### src/rtl/axis_pkg.sv
// Shared AXI-Stream types for the 8-bit frame generator, packet FIFO and sink.
// The frame-forwarding state enum is used only when AXIS_PKT_FIFO_STORE_FWD_EN is defined.
package axis_pkg;

   localparam int unsigned AXIS_DATA_W = 8;

   typedef struct packed {
      logic                   tlast;
      logic [AXIS_DATA_W-1:0] tdata;
   } axis_beat_t;

   typedef enum logic {
      FWD_NORMAL,
      FWD_OVERSIZE
   } fwd_state_e;

endpackage

### src/rtl/axis_fifo_ram.sv
// Beat storage for axis_pkt_fifo: DEPTH x {tlast, tdata}.
// Synchronous write, asynchronous read, no reset on the array.
module axis_fifo_ram
   import axis_pkg::*;
#(
   parameter int unsigned DATA_W = AXIS_DATA_W,
   parameter int unsigned DEPTH  = 16,
   parameter int unsigned AW     = $clog2(DEPTH)
) (
   input  logic              clk,
   input  logic              i_we,
   input  logic [AW-1:0]     i_waddr,
   input  logic [DATA_W:0]   i_wdata,
   input  logic [AW-1:0]     i_raddr,
   output logic [DATA_W:0]   o_rdata
);

   logic [DATA_W:0] r_mem [DEPTH];

   always_ff @(posedge clk) begin
      if (i_we) begin
         r_mem[i_waddr] <= i_wdata;
      end
   end

   assign o_rdata = r_mem[i_raddr];

endmodule

### src/rtl/axis_pkt_fifo.sv
// AXI-Stream packet FIFO between frame generator and throttling sink.
// Define AXIS_PKT_FIFO_STORE_FWD_EN for store-and-forward; default build is cut-through.
module axis_pkt_fifo
   import axis_pkg::*;
#(
   parameter int unsigned DATA_W = AXIS_DATA_W,
   parameter int unsigned DEPTH  = 16,
   parameter int unsigned AW     = $clog2(DEPTH)
) (
   input  logic              clk,
   input  logic              resetn,
   input  logic              s_tvalid,
   input  logic [DATA_W-1:0] s_tdata,
   input  logic              s_tlast,
   output logic              s_tready,
   output logic              m_tvalid,
   output logic [DATA_W-1:0] m_tdata,
   output logic              m_tlast,
   input  logic              m_tready,
   output logic [AW:0]       level,
   output logic [AW:0]       pkt_count,
   output logic              overflow
);

   localparam logic [AW:0] LVL_FULL = (AW+1)'(DEPTH);

   logic [AW:0]     r_wr_ptr;
   logic [AW:0]     r_rd_ptr;
   logic [AW:0]     r_pkt_cnt;
   logic [AW:0]     w_level;
   logic [AW:0]     w_pkt_nxt;
   logic            w_full;
   logic            w_empty;
   logic            w_wr_fire;
   logic            w_rd_fire;
   logic            w_pkt_inc;
   logic            w_pkt_dec;
   logic            w_m_tvalid;
   logic [DATA_W:0] w_rd_entry;

   axis_fifo_ram #(
      .DATA_W (DATA_W),
      .DEPTH  (DEPTH),
      .AW     (AW)
   ) u_ram (
      .clk     (clk),
      .i_we    (w_wr_fire),
      .i_waddr (r_wr_ptr[AW-1:0]),
      .i_wdata ({s_tlast, s_tdata}),
      .i_raddr (r_rd_ptr[AW-1:0]),
      .o_rdata (w_rd_entry)
   );

   assign w_level   = r_wr_ptr - r_rd_ptr;
   assign w_full    = (w_level == LVL_FULL);
   assign w_empty   = (w_level == '0);
   assign s_tready  = !w_full;
   assign w_wr_fire = s_tvalid && !w_full;
   assign w_rd_fire = w_m_tvalid && m_tready;

   // Storage is not reset, so the head entry is masked while empty.
   assign m_tvalid  = w_m_tvalid;
   assign m_tdata   = w_empty ? '0 : w_rd_entry[DATA_W-1:0];
   assign m_tlast   = !w_empty && w_rd_entry[DATA_W];

   assign w_pkt_inc = w_wr_fire && s_tlast;
   assign w_pkt_dec = w_rd_fire && w_rd_entry[DATA_W];

   assign level     = w_level;
   assign pkt_count = r_pkt_cnt;

   always_comb begin
      w_pkt_nxt = r_pkt_cnt;
      if (w_pkt_inc && !w_pkt_dec) begin
         w_pkt_nxt = r_pkt_cnt + 1'b1;
      end else if (w_pkt_dec && !w_pkt_inc) begin
         w_pkt_nxt = r_pkt_cnt - 1'b1;
      end
   end

   always_ff @(posedge clk or negedge resetn) begin
      if (!resetn) begin
         r_wr_ptr  <= '0;
         r_rd_ptr  <= '0;
         r_pkt_cnt <= '0;
      end else begin
         if (w_wr_fire) begin
            r_wr_ptr <= r_wr_ptr + 1'b1;
         end
         if (w_rd_fire) begin
            r_rd_ptr <= r_rd_ptr + 1'b1;
         end
         r_pkt_cnt <= w_pkt_nxt;
      end
   end

`ifdef AXIS_PKT_FIFO_STORE_FWD_EN

   fwd_state_e  r_fwd_state;
   logic        r_overflow;
   logic [AW:0] w_lvl_nxt;

   always_comb begin
      w_lvl_nxt = w_level;
      if (w_wr_fire && !w_rd_fire) begin
         w_lvl_nxt = w_level + 1'b1;
      end else if (w_rd_fire && !w_wr_fire) begin
         w_lvl_nxt = w_level - 1'b1;
      end
   end

   // A full FIFO with no complete frame can only hold part of an oversize
   // frame; release it cut-through until its tlast beat leaves.
   assign w_m_tvalid = !w_empty &&
                       ((r_pkt_cnt != '0) || w_full || (r_fwd_state == FWD_OVERSIZE));
   assign overflow   = r_overflow;

   always_ff @(posedge clk or negedge resetn) begin
      if (!resetn) begin
         r_fwd_state <= FWD_NORMAL;
         r_overflow  <= 1'b0;
      end else begin
         case (r_fwd_state)
            FWD_NORMAL: begin
               if ((w_lvl_nxt == LVL_FULL) && (w_pkt_nxt == '0)) begin
                  r_fwd_state <= FWD_OVERSIZE;
                  r_overflow  <= 1'b1;
               end
            end
            FWD_OVERSIZE: begin
               if (w_pkt_dec) begin
                  r_fwd_state <= FWD_NORMAL;
               end
            end
            default: r_fwd_state <= FWD_NORMAL;
         endcase
      end
   end

`else

   assign w_m_tvalid = !w_empty;
   assign overflow   = 1'b0;

`endif

endmodule

### config.mk
export PLATFORM = sky130hd
export DESIGN_NAME = axis_pkt_fifo
export DESIGN_NICKNAME = d
export VERILOG_FILES = /design/src/rtl/axis_pkg.sv /design/src/rtl/axis_fifo_ram.sv /design/src/rtl/axis_pkt_fifo.sv
export SDC_FILE = /design/constraint.sdc
export NUM_CORES = 1
export LEC_CHECK = 0
export CORE_ASPECT_RATIO = 0.6
export CORE_MARGIN = 3
export CORE_UTILIZATION = 53
export DETAILED_ROUTE_END_ITERATION = 16
export PLACE_DENSITY = 0.74
export SLEW_MARGIN = 10
export SYNTH_ARGS = -nofsm -noshare
export SYNTH_HDL_FRONTEND = slang
export SYNTH_HIERARCHICAL = 1
export SYNTH_SLANG_ARGS = --single-unit
### constraint.sdc
create_clock -name clk -period 7.9 [get_ports clk]
set_input_delay 2.37 -clock clk [delete_from_list [all_inputs] [get_ports clk]]
set_output_delay 2.37 -clock clk [all_outputs]
set_load 0.02 [all_outputs]
==> impl_results.md <==
* Outcome: complete, no violations
* Area growth from synthesis to final layout at 15.9%
* Most frequently used cell type in the post-synthesis netlist: sky130_fd_sc_hd__edfxtp_1
* Crit path max-delay family: buffers and inverters
* Async set-reset flop share out of synthesis at 9.43%
* Hold Crit Endpoint: pkt_count[4]$_DFFE_PN0P_
* Number of vias in the routed layout at 3,439
* Final Critical Period at 5.92 ns
* HPWL Detailed at 8290 um
* Worst Setup Start Kind: register
* Final Max Slew Viols at 0
* Antenna diodes at 0
* Start of the worst register-to-register path: r_rd_ptr[1]$_DFFE_PN0N_
* Peak fanout along the critical path at 40
* Clock slew at reported path FFs at 0.06 ns
* Post-synthesis instance area at 6690 sq um
* Worst path setup slack after routing at 1.98 ns
* Library cells used by synthesis at 46
* Die Ht at roughly 93 um
* Required time at the endpoint of the critical path at 5.53 ns
* Crit path buf inv count at 3
* First-pass GRT wire length at 20,400 um
* Post-route fraction of the period consumed by the critical path at 74.9%
* Arrival time at the worst endpoint at 3.55 ns
* Core outline area at 12,200 sq um
* CP Capture Type: output port
* Startpoint of the tightest hold check path: pkt_count[4]$_DFFE_PN0P_
* Flop2flop setup slack at 3.77 ns
* Cell types with the largest area share after synthesis: sky130_fd_sc_hd__edfxtp_1 65%, sky130_fd_sc_hd__mux4_2 7.1%, sky130_fd_sc_hd__mux4_1 5.9%
* Clock tree from TritonCTS: built
* Cells along the critical path: buf_4 -> inv_1 -> fa_1 -> nand3_1 -> a21oi_1 -> o221ai_2 -> and2_1 -> clkdlybuf4s50_1
* Unrepaired setup endpoints after global routing: no
* Post-place setup slack at around 2.4 ns
* Final layout net count at 426
* Register area share after synthesis at 70.2%
* Endpoint of the lowest-slack register-to-register path: pkt_count[4]$_DFFE_PN0P_
* IO Count at 35
* Post-Route Setup TNS at 0 ns
* Combined global-route utilization of all metal layers at 20.4%
* Drt initial violations at 274
* Maximum clock path buffer count at 2
* Worst skew pair latency at between 0.4 and 0.5 ns
* Transition time of the tightest slew-check pin at 1.10 ns
* Via count normalized by instance count at between 5 and 6
* Maximum number of pins on one net before global-route repair at a little over 40
* # Max-Cap Violations at 0
* Post-synth top area share at 64.6%
* Pwr Total at 3.25 mW
* Synthesized instance count at 356
* TritonCTS buffer count at 17
* Number of setup buffers added after CTS at 0
* Starting density of the core at 54.9%
* Warnings, synthesis at 6
* Aggregate routed wire length at 13,200 um
* Number of hold-repair buffers added at the cts stage at 0
* Top_reg_cell synth: sky130_fd_sc_hd__edfxtp_1
* Residual DRC count at 0
* Top cell types by occurrence after synthesis: 144 x sky130_fd_sc_hd__edfxtp_1, 21 x sky130_fd_sc_hd__mux4_2, 18 x sky130_fd_sc_hd__a22oi_1, 18 x sky130_fd_sc_hd__nor2_1, 16 x sky130_fd_sc_hd__nand2_1
* Tightest Hold Check Type: register to register
* Logic depth of the worst register-to-register path at 15
* Top cell type by total area after synthesis: sky130_fd_sc_hd__edfxtp_1
* Critical Setup Path Class: register to output port
* Number of buffers inserted by port buffering at 33
* Count of clock tree sinks at 159
* Final ANT Viol Nets at 0
* Count of cells resized by post-cts repair at 0
* Wirelength per Cell at between 20 and 25 um
* Aggregate global routing overflow at 0
* Final Skew at 0.00754 ns
* LEAKAGE at around 2.7 nW
* Worst-case vdd ir drop at 205 uV
* Cell at the root of the clock tree: sky130_fd_sc_hd__clkbuf_16
* Smallest hold slack at between 0.4 and 0.5 ns
* Delay of the slowest cell on the worst path at about 0.63 ns
* Mapped Nets at 381
* Synthesized area divided by synthesized cell count at between 15 and 20 sq um
* Number of search-and-repair iterations in the first detailed-routing pass at 4
* Relative slew margins at 26.4%
* Achievable Freq at 0.169 GHz
* FF+latch count, synth at approximately 160
* Number of hold-slack violations in the final timing report at 0
* PwrDens at 419 nW/um^2
* Number of H-tree levels at 4
* Count of flip-flops with a built-in enable after synthesis at 144
* RD Place Congestion at 0.764
* Worst hold path stage count at 1
* Site row count at 31
* Number of global-route vias before repair at 3,467
* Final Setup Violations at 0
* Slowest CP cell: sky130_fd_sc_hd__clkdlybuf4s50_1
* Number of antenna violations at the first check in global routing at 0
* Die extent in x at between 150 and 200 um
* Full die area at 14,100 sq um
* Share of layout cells above drive strength 1 at 16.4%
==> stage by stage <==
stage / utilization, % / area [sq um] / cells
finish: 63.7 / 7750 / 579
global route: 63.7 / 7750 / 579
CTS: 63.7 / 7750 / 579
detailed placement: 58.8 / 7160 / 547
global placement: 58.8 / 7160 / 547
floorplan: - / 6690 / 356
==> layer usage <==
layer	wire [um]	global-route usage, %
met4	69	5.58
met1	5820	30.4
met5	0	0
met2	6020	29.7
met3	1330	6.34
==> registers in the layout, indices dropped and copies added (netlist names) <==
name and flops:
pkt_count 5, u_ram/r_mem 144, r_rd_ptr 5, r_wr_ptr 5
==> final cells by class <==
| type | instances | area [sq um] |
|---|---|---|
| Tap cell | 165 | 206 |
| Clock buffer | 18 | 429 |
| Timing Repair Buffer | 40 | 383 |
| Multi-Input combinational cell | 173 | 1830 |
| Fill cell | 840 | 4430 |
| Inverter | 10 | 37.5 |
| Clock inverter | 14 | 165 |
| Sequential cell | 159 | 4700 |
==> worst register-to-register path: cells and delay by family (launching register included) <==
family,cells,cell delay (ns)
buffers and inverters,3,0.78
DFF,1,0.32
and+or+nand+nor,4,0.76
adders and majority gates,3,1.02
AOI/OAI and AO/OA,4,1.03
xor gates and xnor gates,1,0.15
==> logic make-up after synthesis <==
logic type | after synthesis | synth area share (%)
AOI/OAI and AO/OA | 33 | 3.68
xor gates and xnor gates | 15 | 1.96
adders and majority gates | 12 | 2.47
buffers and inverters | 24 | 2.39
DFF | 159 | 70.2
muxes | 38 | 13.4
other | 1 | 0.0560
and+or+nand+nor | 74 | 5.85
==> power by group <==
| group | switching, mW | leakage (nW) | internal (mW) | total, mW |
|---|---|---|---|---|
| Combinational | 0.714 | 0.908 | 0.598 | 1.31 |
| Sequential | 0.0778 | 1.48 | 1.04 | 1.12 |
| Clock | 0.318 | 0.280 | 0.496 | 0.814 |
| Total | 1.11 | 2.67 | 2.14 | 3.25 |
==> placed cells by master (no fill, tap or decap), drive strengths merged, types with 10 or more instances in the layout <==
cell type      Yosys  routed
clkbuf             4      18
nor2              18      18
and2              11      11
mux4              36      36
edfxtp           144     144
nand2             17      17
dfrtp             15      15
inv               10      12
a22oi             18      18
ha                10      10
clkdlybuf4s50      0      33
==> worst max path at each step <==
stage                                 start    endpoint  slack (ns)  cells past startpoint
finish              r_rd_ptr[1]$_DFFE_PN0N_  m_tdata[5]        1.98                      8
floorplan           r_wr_ptr[0]$_DFFE_PN0N_  m_tdata[0]        3.20                      9
global route        r_rd_ptr[1]$_DFFE_PN0N_  m_tdata[5]        1.79                      8
detailed placement  r_rd_ptr[1]$_DFFE_PN0N_  m_tdata[5]        2.39                      8
CTS                 r_rd_ptr[1]$_DFFE_PN0N_  m_tdata[5]        1.95                      8
global placement    r_rd_ptr[1]$_DFFE_PN0N_     m_tlast        2.57                      8
No activity file was read; power rests on OpenSTA's default activity.
